===== config.mk =====
export PLATFORM = sky130hd
export DESIGN_NAME = weight_fetch_ctrl
export DESIGN_NICKNAME = d
export VERILOG_FILES = /design/src/rtl/weight_fetch_ctrl.sv
export SDC_FILE = /design/constraint.sdc
export NUM_CORES = 1
export LEC_CHECK = 0
export CORE_ASPECT_RATIO = 0.6
export CORE_MARGIN = 2
export CORE_UTILIZATION = 30
export CTS_BUF_LIST = sky130_fd_sc_hd__clkbuf_8
export DETAILED_ROUTE_END_ITERATION = 6
export SETUP_SLACK_MARGIN = 0.02
export SYNTH_ARGS = -nofsm -noshare
export SYNTH_HDL_FRONTEND = slang
export SYNTH_SLANG_ARGS = --single-unit

===== constraint.sdc =====
create_clock -name clk -period 6.51 [get_ports clk]
set_input_delay 1.302 -clock clk [delete_from_list [all_inputs] [get_ports clk]]
set_output_delay 1.302 -clock clk [all_outputs]
set_load 0.02 [all_outputs]

===== src/rtl/weight_fetch_ctrl.sv =====
// weight_fetch_ctrl: reads packed weight rows and their outlier descriptors
// from two lock-step SRAMs and streams them to the outlier mux over a
// valid/ready handshake. A 2-entry skid FIFO plus a read-credit rule absorb
// the 1-cycle SRAM latency, so backpressure never drops or repeats a row.
module weight_fetch_ctrl #(
    parameter int AW = 10,
    parameter int NW = 10
) (
    input  logic          clk,
    input  logic          rst_n,
    input  logic          start,
    input  logic [AW-1:0] base_addr,
    input  logic [NW-1:0] num_rows,
    output logic          busy,
    output logic          done,
    output logic          mem_en,
    output logic [AW-1:0] mem_addr,
    input  logic [31:0]   wmem_rdata,
    input  logic [6:0]    olt_rdata,
    output logic          out_valid,
    input  logic          out_ready,
    output logic [3:0]    weight_0,
    output logic [3:0]    weight_1,
    output logic [3:0]    weight_2,
    output logic [3:0]    weight_3,
    output logic [3:0]    weight_4,
    output logic [3:0]    weight_5,
    output logic [3:0]    weight_6,
    output logic [3:0]    weight_7,
    output logic          sel,
    output logic [5:0]    addr
);

    // One row as stored in the FIFO: {weights[31:0], ol_valid, dst[2:0], src[2:0]}
    localparam int RW = 39;
    localparam logic [AW-1:0] ONE_A = 1;
    localparam logic [NW-1:0] ONE_N = 1;

    typedef enum logic [1:0] {IDLE, RUN, DRAIN} state_t;

    state_t        state_q, state_d;
    logic [AW-1:0] ptr_q, ptr_d;
    logic [NW-1:0] rem_q, rem_d;
    logic          inflight_q;
    logic          zdone_q, zdone_d;
    logic [1:0]    count_q, count_d;
    logic          rd_ptr_q, wr_ptr_q;
    logic [RW-1:0] fifo_q [2];

    logic [RW-1:0] ret_row;
    logic [RW-1:0] head_row;
    logic [RW-1:0] out_row;
    logic [2:0]    occ_after_pop;
    logic          pop;
    logic          pop_stored;
    logic          push;
    logic          credit_ok;
    logic          issue;
    logic          drain_done;

    // Row returning from the SRAMs this cycle (valid only when inflight_q).
    assign ret_row = {wmem_rdata, olt_rdata};

    // The returning row is visible at the head straight away when the FIFO
    // is empty, which gives the 2-cycle start-to-valid latency.
    assign out_valid  = (count_q != 2'd0) || inflight_q;
    assign head_row   = (count_q != 2'd0) ? fifo_q[rd_ptr_q] : ret_row;
    assign pop        = out_valid && out_ready;
    assign pop_stored = pop && (count_q != 2'd0);
    assign push       = inflight_q && !(pop && (count_q == 2'd0));
    assign count_d    = count_q + {1'b0, push} - {1'b0, pop_stored};

    // Credit: stored rows + row in flight - row leaving now + new read <= 2.
    assign occ_after_pop = {1'b0, count_q} + {2'b00, inflight_q} - {2'b00, pop};
    assign credit_ok     = (occ_after_pop <= 3'd1);

    // Next-state logic: job sequencing, read issue and completion.
    always_comb begin
        state_d    = state_q;
        ptr_d      = ptr_q;
        rem_d      = rem_q;
        zdone_d    = 1'b0;
        issue      = 1'b0;
        drain_done = 1'b0;
        unique case (state_q)
            IDLE: begin
                if (start) begin
                    if (num_rows != '0) begin
                        ptr_d   = base_addr;
                        rem_d   = num_rows;
                        state_d = RUN;
                    end else begin
                        zdone_d = 1'b1;
                    end
                end
            end
            RUN: begin
                if (credit_ok) begin
                    issue = 1'b1;
                    ptr_d = ptr_q + ONE_A;
                    rem_d = rem_q - ONE_N;
                    if (rem_q == ONE_N) begin
                        state_d = DRAIN;
                    end
                end
            end
            DRAIN: begin
                if ((count_q == 2'd0) && !inflight_q) begin
                    drain_done = 1'b1;
                    state_d    = IDLE;
                end
            end
            default: state_d = IDLE;
        endcase
    end

    assign busy     = (state_q != IDLE);
    assign done     = drain_done || zdone_q;
    assign mem_en   = issue;
    assign mem_addr = issue ? ptr_q : '0;

    // Outputs read as zero weights and no outlier whenever nothing is valid.
    assign out_row  = out_valid ? head_row : '0;
    assign weight_0 = out_row[7  +: 4];
    assign weight_1 = out_row[11 +: 4];
    assign weight_2 = out_row[15 +: 4];
    assign weight_3 = out_row[19 +: 4];
    assign weight_4 = out_row[23 +: 4];
    assign weight_5 = out_row[27 +: 4];
    assign weight_6 = out_row[31 +: 4];
    assign weight_7 = out_row[35 +: 4];
    assign sel      = out_row[6];
    assign addr     = out_row[5:0];

    // Control state: FSM, pointers, counters and FIFO occupancy.
    always_ff @(posedge clk or negedge rst_n) begin
        if (!rst_n) begin
            state_q    <= IDLE;
            ptr_q      <= '0;
            rem_q      <= '0;
            inflight_q <= 1'b0;
            zdone_q    <= 1'b0;
            count_q    <= 2'd0;
            rd_ptr_q   <= 1'b0;
            wr_ptr_q   <= 1'b0;
        end else begin
            state_q    <= state_d;
            ptr_q      <= ptr_d;
            rem_q      <= rem_d;
            inflight_q <= issue;
            zdone_q    <= zdone_d;
            count_q    <= count_d;
            if (pop_stored) begin
                rd_ptr_q <= ~rd_ptr_q;
            end
            if (push) begin
                wr_ptr_q <= ~wr_ptr_q;
            end
        end
    end

    // FIFO storage: capture the returning row unless it leaves immediately.
    always_ff @(posedge clk) begin
        if (push) begin
            fifo_q[wr_ptr_q] <= ret_row;
        end
    end

endmodule

==> results.md, run 1 <==
* Post-synth EDFFs at 78
* Post-Syn Nets at 496
* Max-Cap Viols at 0
* Longest Clk Path Bufs at 2
* Highest clock rate at 176.5 MHz
* Die Y at 104.5 um
* Vias in the first global route at 3604
* DP Wirelength at 8686 um
* Die Footprint at 17920 um2
* GP Congestion at 0.9041
* Global-route wire length before repair at 20140 um
* Final Hold Fails at 0
* CTS clk-pin slew, worst paths at 100 ps
* CTS Hold Bufs at 0
* Synth-to-Final Area Change at 30.81%
* Placed insts at 744
* Layout Skew at 12.33 ps
* Most common cell after layout, fill and taps aside: clkdlybuf4s50_1
* CP peak stage delay at 600 ps
* Post-route insts no fill at 760
* Crit Path Class: in -> out
* Critical path required time at 5210 ps
* Setup violators final at 0
* CTS sink cnt at 106
* CTS tree: yes
* Number of synthesized register bits at 106
* Overall power at 3165 uW
* Setup WS pre-CTS at 856.5 ps
* Status: complete, no violations
* Initial Util at 30.88%
* Min cycle time layout at 5666 ps
* Critical path fanouts, max at 11
* Crit path capture type: output pin
* Worst slew pin tran at 1025 ps
* Final Slew Violations at 0
* Leakage power at 0.002385 uW
* Sw Pwr at 1383 uW
* Avg Vias per Cell at 4.922
* Vias at 3741
* Register area share after synthesis at 60.27%
* Fill count at 1558
* Comb pwr share at 54.4%
* CP startpoint kind: input port
* # resized after CTS at 0
* I/O pins at 116
* Post-layout util at 40.39%
* # rows at 36
* Initial antenna violation count at 0
* GRT Total Usage at 14.50%
* Mean Syn Cell Area at 11.88 um2
* Share of cells above drive strength 1 at 6.015%
* Clk network pwr share at 12.1%
* Post-CTS setup buffer count at 0
* Pint at 1782 uW
* GR Overflow Total at 0
* Post-synth ARST share at 26.42%
* Core box area at 16350 um2
* Period utilization at 87.03%
* Prevailing post-synth register cell: edfxtp_1
* Synthesized cell area at 5049 um2
* WL per Instance at 16.69 um
* Htree depth at 3
* Number of routed nets with antenna violations at 0
* Netlist cell types at 49
* Ys Warns at 0
* Peak VDD IR at 0.1783 mV
* Aggregate negative setup slack at 0 ps
* Syn Inst Count at 425
* Ant. Diodes at 0
* Hold path cells at 1
* Commonest non-fill, non-tap cells in the layout: clkdlybuf4s50_1, edfxtp_1, o21ai_0, nand3_1, mux2i_1
* Final wirelength at 12680 um
* CP Cell Sequence: clkdlybuf4s50_1 -> and2_1 -> ha_1 -> inv_1 -> ha_1 -> fa_1 -> xnor2_1 -> nor3_2 -> and2_1 -> clkdlybuf4s50_1
* Drt drc at 0
* Final nets at 598
* Worst Hold Class: reg -> reg
* RSZ-0062 raised after global routing: false
* Sequential group share of total power at 33.5%
* Root Driver: clkbuf_8
* Sw Share at 43.71%
* Critical path's slowest cell: clkdlybuf4s50_1
* Largest net degree at the start of global routing at 55
* Number of CTS-inserted buffers at 9
* DRT iter0 DRCs at 271
* PwrDens at 479.2 nW/um2
* Clk_lat worst skew at 370 ps
* Drt first pass iters at 5
* WP data arrival at 4360 ps
* Final worst slack at 844.3 ps
* Slew headroom at 31.65%
* Die X-Extent at 171.5 um
* Port bufs at 115
* Path depth of the worst reg2reg path at 11
[power groups by stage]
| stage | combinational (uW) | clock [uW] | sequential [uW] |
|---|---|---|---|
| 2_1_floorplan | 1120 | 0 | 1000 |
| 3_3_place_gp | 1700 | 0 | 1070 |
| 3_5_place_dp | 1730 | 0 | 1070 |
| 4_1_cts | 1740 | 405 | 1060 |
| 5_1_grt | 1880 | 431 | 1080 |
| 6_report | 1720 | 384 | 1060 |
[cells in the mapped netlist, drive strengths merged (5+ instances only)]
cell type	number	area (um2)
and2	9	56.30
nand4	5	31.28
nor4	6	37.54
or3	6	42.54
nand2	21	78.83
buf	12	65.06
o21ai	47	235.2
inv	13	48.80
o22ai	6	37.54
mux2i	40	400.4
nand3	46	230.2
ha	7	87.58
a21oi	16	80.08
a31oi	14	87.58
edfxtp	78	2342
dfrtp	28	700.7
clkbuf	19	71.32
nor3	5	30.03
[flip-flops by register name, summed over array words and instances (netlist names)]
register and count:
fifo_q 78, ptr_q 10, rem_q 10, count_q 2, state_q 2, inflight_q 1, rd_ptr_q 1, wr_ptr_q 1
zdone_q 1
[cell families (layout without fill, tap and decap cells)]
| group | Yosys count | count (layout) | share of synthesized area (%) |
|---|---|---|---|
| AOI/OAI and AO/OA | 104 | 104 | 12.22 |
| xor gates and xnor gates | 7 | 7 | 1.214 |
| adders and majority gates | 8 | 8 | 2.131 |
| buffers and inverters | 44 | 151 | 3.668 |
| DFF | 106 | 106 | 60.27 |
| muxes | 40 | 40 | 7.931 |
| and+or+nand+nor | 116 | 116 | 12.57 |
[per-layer routing]
layer / vias to the layer above / track usage (%) / routed length, um
li1: 1822 / - / -
met1: 1796 / 22.41 / 6425
met2: 113 / 20.28 / 5409
met5: - / 0 / 0
met3: 10 / 3.463 / 733
met4: 0 / 3.087 / 114
[through the flow]
step,hold slack (ps),instance area [um2]
after floorplan,460.8,5049
after global placement,500.3,6419
after detailed placement,525.5,6419
after CTS,549.9,6604
after global routing,577.7,6604
final,544.4,6604
[path summary, 6_finish.rpt]
kind                                  from  slack (ps)           to
worst max-delay path             out_ready         840  mem_addr[7]
worst min-delay path              rem_q[7]         540     rem_q[7]
worst max register to register  count_q[1]        2600     ptr_q[1]
worst min register to register    rem_q[7]         540     rem_q[7]
max in group asynchronous            rst_n        4890     rd_ptr_q
min in group asynchronous            rst_n        1310     ptr_q[0]
[worst max-delay path, delay by kind of cell]
kind	cells	cell delay (ps)
xor gates and xnor gates	1	220
adders and majority gates	3	850
buffers and inverters	3	1090
and+or+nand+nor	3	890
[area by class of cell]
class / instances / area (um2) / area share (%)
Clock buffer: 9 / 123.9 / 1.876
Clock inverter: 7 / 61.31 / 0.9284
Inverter: 13 / 48.80 / 0.7389
Multi-Input combinational cell: 275 / 1837 / 27.81
Sequential cell: 106 / 3044 / 46.10
Tap cell: 228 / 285.3 / 4.320
Timing Repair Buffer: 122 / 1204 / 18.23
Power figures use the tool's default switching activity.
==> run 2: changes to the inputs <==
Settings changed: CAP_MARGIN set to 20, TNS_END_PERCENT set to 1.
==> results of run 2 <==
Final layout, timing and power as in run 1 (identical DEF).
